$ cat config.mk
export PLATFORM = sky130hd
export DESIGN_NAME = display_mode_ctrl
export DESIGN_NICKNAME = d
export VERILOG_FILES = /design/src/rtl/display_mode_ctrl.sv
export SDC_FILE = /design/constraint.sdc
export NUM_CORES = 1
export LEC_CHECK = 0
export ABC_AREA = 1
export BUFFER_PORTS_ARGS = -buffer_cell sky130_fd_sc_hd__buf_2
export CORE_ASPECT_RATIO = 1.1
export CORE_MARGIN = 1
export CORE_UTILIZATION = 42
export CTS_CLUSTER_DIAMETER = 60
export CTS_CLUSTER_SIZE = 40
export DETAILED_ROUTE_END_ITERATION = 10
export PLACE_DENSITY = 0.6
export SETUP_SLACK_MARGIN = 0.1
export SLEW_MARGIN = 25
export SYNTH_ARGS = -nofsm -noshare
export SYNTH_HDL_FRONTEND = slang
export SYNTH_SLANG_ARGS = --single-unit
$ cat constraint.sdc
create_clock -name i_pix_clk -period 2.4 [get_ports i_pix_clk]
set_input_delay 0.24 -clock i_pix_clk [delete_from_list [all_inputs] [get_ports i_pix_clk]]
set_output_delay 0.24 -clock i_pix_clk [all_outputs]
set_load 0.05 [all_outputs]
$ cat src/rtl/display_mode_ctrl.sv
// Video-mode sequencer: frame-aligned blank, timing-generator reset, mux switch and
// whole-frame settle. Runs the same reset/settle sequence after i_rst.
module display_mode_ctrl #(
  parameter int unsigned MODES         = 4,
  parameter int unsigned DEFAULT_MODE  = 0,
  parameter int unsigned RST_CYCLES    = 16,
  parameter int unsigned SETTLE_FRAMES = 2,
  parameter int unsigned TIMEOUT       = 1_000_000
) (
  input  logic       i_pix_clk,
  input  logic       i_rst,
  input  logic       i_req,
  input  logic [1:0] i_mode,
  output logic       o_ready,
  output logic       o_done,
  output logic       o_err,
  output logic       o_timeout,
  input  logic       i_frame,
  output logic       o_tg_rst,
  output logic [1:0] o_mode,
  output logic       o_blank
);
  localparam int unsigned RST_W = $clog2(RST_CYCLES + 1);
  localparam int unsigned FRM_W = $clog2(SETTLE_FRAMES + 1);
  localparam int unsigned WD_W  = $clog2(TIMEOUT + 1);

  typedef enum logic [1:0] {ST_RESET, ST_SETTLE, ST_IDLE, ST_ALIGN} state_e;

  state_e           state_q, state_d;
  logic [RST_W-1:0] rst_cnt_q, rst_cnt_d;
  logic [FRM_W-1:0] frm_cnt_q, frm_cnt_d;
  logic [WD_W-1:0]  wd_cnt_q, wd_cnt_d;
  logic [WD_W-1:0]  wd_cur;
  logic [1:0]       req_mode_q, req_mode_d;
  logic [1:0]       mode_q, mode_d;
  logic             busy_q, busy_d;
  logic             ready_q, ready_d;
  logic             done_q, done_d;
  logic             err_q, err_d;
  logic             timeout_q, timeout_d;
  logic             tg_rst_q, tg_rst_d;
  logic             blank_q, blank_d;
  logic             accept, wd_fire;

  // Next state and next registered outputs
  always_comb begin
    state_d    = state_q;
    rst_cnt_d  = rst_cnt_q;
    frm_cnt_d  = frm_cnt_q;
    wd_cnt_d   = '0;
    req_mode_d = req_mode_q;
    mode_d     = mode_q;
    busy_d     = busy_q;
    done_d     = 1'b0;
    err_d      = 1'b0;
    timeout_d  = timeout_q;
    accept     = i_req && ready_q;
    // The cycle carrying a frame pulse counts as elapsed cycle zero
    wd_cur     = i_frame ? '0 : wd_cnt_q;
    wd_fire    = !i_frame && (wd_cur >= WD_W'(TIMEOUT - 1));

    case (state_q)
      ST_RESET: begin
        frm_cnt_d = '0;
        if (rst_cnt_q <= RST_W'(1)) begin
          state_d = ST_SETTLE;
        end else begin
          rst_cnt_d = rst_cnt_q - RST_W'(1);
        end
      end
      ST_SETTLE: begin
        wd_cnt_d = (wd_cur == WD_W'(TIMEOUT)) ? wd_cur : wd_cur + WD_W'(1);
        if (i_frame) begin
          if (frm_cnt_q >= FRM_W'(SETTLE_FRAMES - 1)) begin
            state_d = ST_IDLE;
          end else begin
            frm_cnt_d = frm_cnt_q + FRM_W'(1);
          end
        end else if (wd_fire) begin
          state_d   = ST_IDLE;
          timeout_d = 1'b1;
        end
        if (state_d == ST_IDLE) begin
          done_d = busy_q;
          busy_d = 1'b0;
        end
      end
      ST_IDLE: begin
        if (accept) begin
          req_mode_d = i_mode;
          timeout_d  = 1'b0;
          if (32'(i_mode) >= MODES) begin
            done_d = 1'b1;
            err_d  = 1'b1;
          end else if (i_mode == mode_q) begin
            done_d = 1'b1;
          end else begin
            state_d = ST_ALIGN;
            busy_d  = 1'b1;
          end
        end
      end
      ST_ALIGN: begin
        wd_cnt_d = (wd_cur == WD_W'(TIMEOUT)) ? wd_cur : wd_cur + WD_W'(1);
        if (i_frame || wd_fire) begin
          state_d   = ST_RESET;
          mode_d    = req_mode_q;
          rst_cnt_d = RST_W'(RST_CYCLES);
          timeout_d = timeout_q | wd_fire;
        end
      end
      default: state_d = ST_RESET;
    endcase

    if (state_d != state_q) wd_cnt_d = '0;

    ready_d  = (state_d == ST_IDLE);
    tg_rst_d = (state_d == ST_RESET);
    blank_d  = (state_d == ST_RESET) || (state_d == ST_SETTLE);
  end

  always_ff @(posedge i_pix_clk) begin
    if (i_rst) begin
      state_q    <= ST_RESET;
      rst_cnt_q  <= RST_W'(RST_CYCLES);
      frm_cnt_q  <= '0;
      wd_cnt_q   <= '0;
      req_mode_q <= '0;
      mode_q     <= 2'(DEFAULT_MODE);
      busy_q     <= 1'b0;
      ready_q    <= 1'b0;
      done_q     <= 1'b0;
      err_q      <= 1'b0;
      timeout_q  <= 1'b0;
      tg_rst_q   <= 1'b1;
      blank_q    <= 1'b1;
    end else begin
      state_q    <= state_d;
      rst_cnt_q  <= rst_cnt_d;
      frm_cnt_q  <= frm_cnt_d;
      wd_cnt_q   <= wd_cnt_d;
      req_mode_q <= req_mode_d;
      mode_q     <= mode_d;
      busy_q     <= busy_d;
      ready_q    <= ready_d;
      done_q     <= done_d;
      err_q      <= err_d;
      timeout_q  <= timeout_d;
      tg_rst_q   <= tg_rst_d;
      blank_q    <= blank_d;
    end
  end

  assign o_ready   = ready_q;
  assign o_done    = done_q;
  assign o_err     = err_q;
  assign o_timeout = timeout_q;
  assign o_tg_rst  = tg_rst_q;
  assign o_mode    = mode_q;
  assign o_blank   = blank_q;
endmodule

==> results of run 1 <==
-- Yosys cell counts (all sizes together) --
master / number / area (µm²)
xor2: 11 / 96.3
ha: 9 / 113
nor3: 7 / 45.0
a31oi: 1 / 6.26
a21oi: 14 / 70.1
buf: 7 / 73.8
a211oi: 2 / 15.0
inv: 48 / 183
nor3b: 2 / 20.0
xnor2: 10 / 87.6
clkbuf: 2 / 7.51
nand3: 26 / 150
nor2: 61 / 328
dfxtp: 39 / 781
o21ai: 16 / 80.1
nand4: 8 / 50.1
conb: 1 / 3.75
nand2: 57 / 274
nor4: 3 / 18.8
-- power groups by stage --
stage | clock network (W) | registers (W) | logic [W]
floorplan | 0 | 0.000922 | 0.000686
global placement | 0 | 0.000822 | 0.000983
detailed placement | 0 | 0.000823 | 0.000988
CTS | 0.000668 | 0.000808 | 0.000994
global route | 0.000696 | 0.000822 | 0.00115
finish | 0.000646 | 0.000807 | 0.00100
-- state kept, by name, summed over array words and instances (netlist names) --
| signal | count |
|---|---|
| wd_cnt_q | 20 |
| rst_cnt_q | 5 |
| frm_cnt_q | 2 |
| o_mode | 2 |
| req_mode_q | 2 |
| state_q | 2 |
| busy_q | 1 |
| o_blank | 1 |
| o_done | 1 |
| o_ready | 1 |
| o_tg_rst | 1 |
| o_timeout | 1 |
-- path summary, 6_finish.rpt --
path                                    start             to  slack [ps]  cells past startpoint
worst max-delay path              wd_cnt_q[1]   wd_cnt_q[16]         270                     17
worst min-delay path                i_mode[0]  req_mode_q[0]         240                      3
worst max register to register    wd_cnt_q[1]   wd_cnt_q[16]         270                     17
worst min register to register  req_mode_q[1]  req_mode_q[1]         460                      2
-- worst min-delay path: stages --
cell and delay [ps]:
buf_2 110, nand3_1 80, a21oi_1 60
-- cells by family (layout without fill, tap and decap cells) --
logic type	Yosys count	after routing	share of synthesized area, %
fa+ha+maj	9	9	4.69
flops	39	39	32.5
buf+inv	57	73	11.0
xor+xnor	21	21	7.66
other cells	1	1	0.156
simple gates	164	164	36.9
compound gates	33	33	7.14
-- placed cells by master, fill, tap and decap left out, types with 7 or more instances in the layout --
cell / count
nand2_1: 46
inv_1: 45
dfxtp_1: 39
nor2_2: 29
nor2_1: 29
nand3_1: 21
o21ai_0: 15
a21oi_1: 14
buf_2: 12
xor2_1: 11
xnor2_1: 10
nand4_1: 8
ha_1: 8
nand2_2: 7
-- routing by layer --
layer / share of wire [%] / routed length, µm / global-route usage [%]
met5: 0 / 0 / 0
met4: 1.7 / 77 / 6.54
met3: 2.6 / 119 / 3.85
met2: 48 / 2160 / 27.6
met1: 48 / 2140 / 19.7
-- repair_timing --
action                                  in CTS  in global routing
endpoints found under the setup margin       0                 22
setup buffers                                0                  1
resized for setup                            0                  7
-- final cells by class --
cell class                 count  area share (%)
inverter                      48            6.78
clock buffer                   6            2.69
tap                           75            3.48
timing repair buffer          17            4.55
sequential                    39            29.0
multi-input combinational    228            51.3
clock inverter                 2            2.23
-- through the flow --
step           std cells  utilization, %  worst slack (ps)  total power, W
6_report             415            49.6               268         0.00245
5_1_grt              415            49.6              90.9         0.00267
4_1_cts              414            49.0               162         0.00247
3_5_place_dp         406            46.6              80.0         0.00181
3_3_place_gp         406            46.6               123         0.00180
2_1_floorplan        324               -               424         0.00161
==> qor.csv, run 1 <==
metric,value,unit
multi_input_area,0.00138,mm²
cp-start-kind,flip-flop,
p_int,0.00149,W
gr-usage-all-layers,16.3,%
final-seq-area,781,µm²
fmax,0.469,GHz
hpwlAfterDp,3.41,mm
finalMaxSlewViolations,0,
cts.sinks,39,
syn_area_per_cell,7.41,µm²
tritoncts,done,
num_vias,1973,
outcome,"complete, no violations",
grt_pass1_vias,1772,
p_per_area,911,mW/mm²
cp_max_fo,10,
critical_path_required,2580,ps
p_sw_share,39.3,%
path_clk_slew,80,ps
critical_path.max_stage_delay,340,ps
ys_seq_elements,39,
drt-wirelength-per-cell,10.8,µm
critPathArrivalTime,2310,ps
yosysSeqAreaShare,32.5,%
die_height,81.3,µm
power_frac_comb,40.8,%
holdWs,241,ps
clockPowerShare,26.3,%
timing.final.crit_share,88.8,%
yosysUniqueCellTypes,34,
min_path_type,in2reg,
fin_crit,2130,ps
grt_pass1_wl,7.63,mm
clock_path_buffers,2,
clock_latency,290,ps
die_width,74.1,µm
clock_skew,6.27,ps
crit_family,simple AND/OR/NAND/NOR gates,
p_seq_share,32.9,%
rsz0062_at_grt,false,
port_buffers,12,
routed_wl,4.50,mm
via_per_inst,4.75,
antenna_found_initial,0,
syn_nets,339,
gp_congestion,0.855,
ios,14,
core.rowCount,28,
cts_root_buf,clkbuf_8,
antenna_left,0,
num-fill-cells,562,
placed_area,0.00253,mm²
p_leak,1.06,nW
report.final.setup_viol,0,
die_area,0.00603,mm²
path_common_cell,nand2_1,
cts_buffers,5,
crit_path_end_kind,flip-flop,
nNetsFinal,354,
initial_core_util,44.2,%
core,0.00543,mm²
critPathSlowestCell,dfxtp_1,
cts_max_level,2,
grt_overflow,0,
crit_path_cell_trace,inv_1 > nor2_2 > ha_2 > nand3_1 > nor2_2 > nand2_2 > nor2_4 > nor2_8 > nand2_1 > nand2_1 > nand3_2 > nand2_1 > nand2_1 > nand2_1 > nand2_2 > buf_12 > nor2_2,
drt-initial-drc-count,121,
syn_inst,324,
path_class,reg2reg,
cp_num_buf_inv,2,
num_antenna_cells,0,
design_area,0.00269,mm²
hold_viol,0,
tns,0,ps
grt_max_degree,30,
area_delta_synth_final,12.1,%
maxCapViolCount,0,
cts_hold_buf,0,
syn_area,0.00240,mm²
peakVddDrop,319,µV
yosys_warnings,0,
first_pass_iters,4,
route.detailed.drc,0,
drive_gt1_share,23.2,%
power_switching,0.000964,W
No activity file was read; power rests on OpenSTA's default activity.
==> run 2: changes to the inputs <==
- CTS_BUF_LIST: unset -> sky130_fd_sc_hd__clkbuf_2
==> qor.csv, run 2 (same netlist as run 1, synthesis figures left out) <==
metric,value,unit,change
gp_congestion,0.855,,unchanged
clock_path_buffers,2,,unchanged
die_height,81.3,µm,unchanged
grt_overflow,0,,unchanged
cts_max_level,2,,unchanged
timing.final.crit_share,88.3,%,-0.57 points
path_class,reg2reg,,
rsz0062_at_grt,false,,
critical_path.max_stage_delay,370,ps,+30 ps
report.final.setup_viol,0,,unchanged
hold_viol,0,,unchanged
reg2reg_depth,17,,unchanged
ios,14,,unchanged
antenna_found_initial,0,,unchanged
path_common_cell,nand2_1,,
p_per_area,869,mW/mm²,-4.6%
crit_end,wd_cnt_q[18],,
cp_max_fo,10,,unchanged
clock_skew,22.7,ps,+16.4 ps
critical_path_required,2710,ps,+130 ps
grt_pass1_vias,1744,,-1.6%
die_width,74.1,µm,unchanged
r2r_start,wd_cnt_q[1],,
p_leak,1.05,nW,-1.0%
via_per_inst,4.78,,+0.46%
min_path_type,in2reg,,
setup_slack,281,ps,+13.7 ps
core.rowCount,28,,unchanged
num_antenna_cells,0,,unchanged
fmax,0.472,GHz,+0.65%
path_clk_slew,210,ps,+130 ps
area_delta_synth_final,10.6,%,
top_register,wd_cnt_q,,
cts_hold_buf,0,,unchanged
initial_core_util,44.2,%,unchanged
route.detailed.drc,0,,unchanged
crit_path_cell_trace,inv_1 > nor2_2 > ha_2 > nand3_2 > nor2_2 > nand2_2 > nor2_4 > nor2_8 > nand2_1 > nand2_1 > nand3_2 > nand2_1 > nand2_1 > nand2_1 > nand2_2 > buf_12 > nor2_2,,
crit_start,wd_cnt_q[1],,
cts.sinks,39,,unchanged
first_pass_iters,4,,unchanged
outcome,"complete, no violations",,
reg2reg_to,wd_cnt_q[18],,
fin_crit,2120,ps,-13.7 ps
die_area,0.00603,mm²,unchanged
nNetsFinal,354,,unchanged
layout_commonest_cell,nand2_1,,
drt-wirelength-per-cell,10.7,µm,-1.3%
critPathArrivalTime,2420,ps,+110 ps
cts_buffers,5,,unchanged
pre_cts_slack,80.0,ps,unchanged
hpwlAfterDp,3.41,mm,unchanged
antenna_left,0,,unchanged
r2r_slack,280,ps,about the same
largestRegisters,"wd_cnt_q (20), rst_cnt_q (5)",,
tns,0,ps,unchanged
cts_root_buf,clkbuf_2,,
routed_wl,4.44,mm,-1.3%
port_buffers,12,,unchanged
cp-start-kind,flip-flop,,
core,0.00543,mm²,unchanged
largest_reg_flops,20,,unchanged
grt_max_degree,30,,unchanged
num_vias,1982,,+0.46%
tritoncts,done,,
gr-usage-all-layers,16.1,%,-0.21 points
num-fill-cells,561,,-0.18%
crit_path_end_kind,flip-flop,,
final_cell_mix,"nand2_1, inv_1, dfxtp_1",,
drive_gt1_share,24.1,%,+0.88 points
peakVddDrop,290,µV,-9.1%
maxCapViolCount,0,,unchanged
drt-initial-drc-count,116,,-4.1%
grt_pass1_wl,7.56,mm,-0.90%
clock_latency,410,ps,+120 ps
critPathSlowestCell,dfxtp_2,,
finalMaxSlewViolations,0,,unchanged
run 2: cell types whose count changed in the layout (fill, tap and decap cells not counted), moves of 2 or more:
| cell | delta |
|---|---|
| dfxtp_2 | +2 |
| clkbuf_2 | +6 |
| clkbuf_8 | -5 |
| dfxtp_1 | -2 |
run 2: power by group:
| group | internal [W] | switching (W) | leakage (nW) |
|---|---|---|---|
| Clock | 0.000285 | 0.000220 | 0.0532 |
| Combinational | 0.000324 | 0.000670 | 0.683 |
| Sequential | 0.000746 | 0.0000623 | 0.318 |
run 2: per-layer routing:
layer  vias to the layer above  global-route usage [%]  wire (µm)
met2                        32                    27.4       2130
met4                         0                    5.77         62
met5                         -                       0          0
met1                       889                    19.7       2110
li1                       1055                       -          -
met3                         6                    3.72        141
run 2: what timing repair did:
item,in CTS,in global routing
setup buffers,0,1
gates resized for setup,0,9
endpoints found under the setup margin,0,23
run 2: through the flow:
stage	total power (W)	instances	hold WS [ps]	utilization, %	instance area (µm²)
finish	0.00231	415	97.5	48.9	2660
detailed placement	0.00181	406	452	46.6	2530
floorplan	0.00161	324	405	-	2400
CTS	0.00233	414	77.2	48.2	2620
global placement	0.00180	406	447	46.6	2530
global route	0.00251	415	64.1	48.9	2660
run 2: worst min path at each step:
| stage | from | to | cells past startpoint |
|---|---|---|---|
| floorplan | i_mode[0] | req_mode_q[0] | 2 |
| global placement | req_mode_q[0] | req_mode_q[0] | 2 |
| detailed placement | req_mode_q[0] | req_mode_q[0] | 2 |
| CTS | i_mode[0] | req_mode_q[0] | 3 |
| global route | i_mode[1] | req_mode_q[1] | 3 |
| finish | i_mode[0] | req_mode_q[0] | 3 |
run 2: critical path: cells and delay by family, from the launching register on:
family / cells / cell delay [ps]
adder cells (fa/ha/maj): 1 / 210
flip-flops: 1 / 370
AND/OR/NAND/NOR: 14 / 1250
buffers and inverters: 2 / 200
run 2: area by class of cell:
class | count | area [µm²] | area share (%)
multi-input combinational | 228 | 1380 | 52.1
sequential | 39 | 783 | 29.5
inverter | 48 | 183 | 6.88
timing repair buffer | 17 | 123 | 4.62
tap | 75 | 93.8 | 3.53
clock inverter | 2 | 60.1 | 2.26
clock buffer | 6 | 30.0 | 1.13
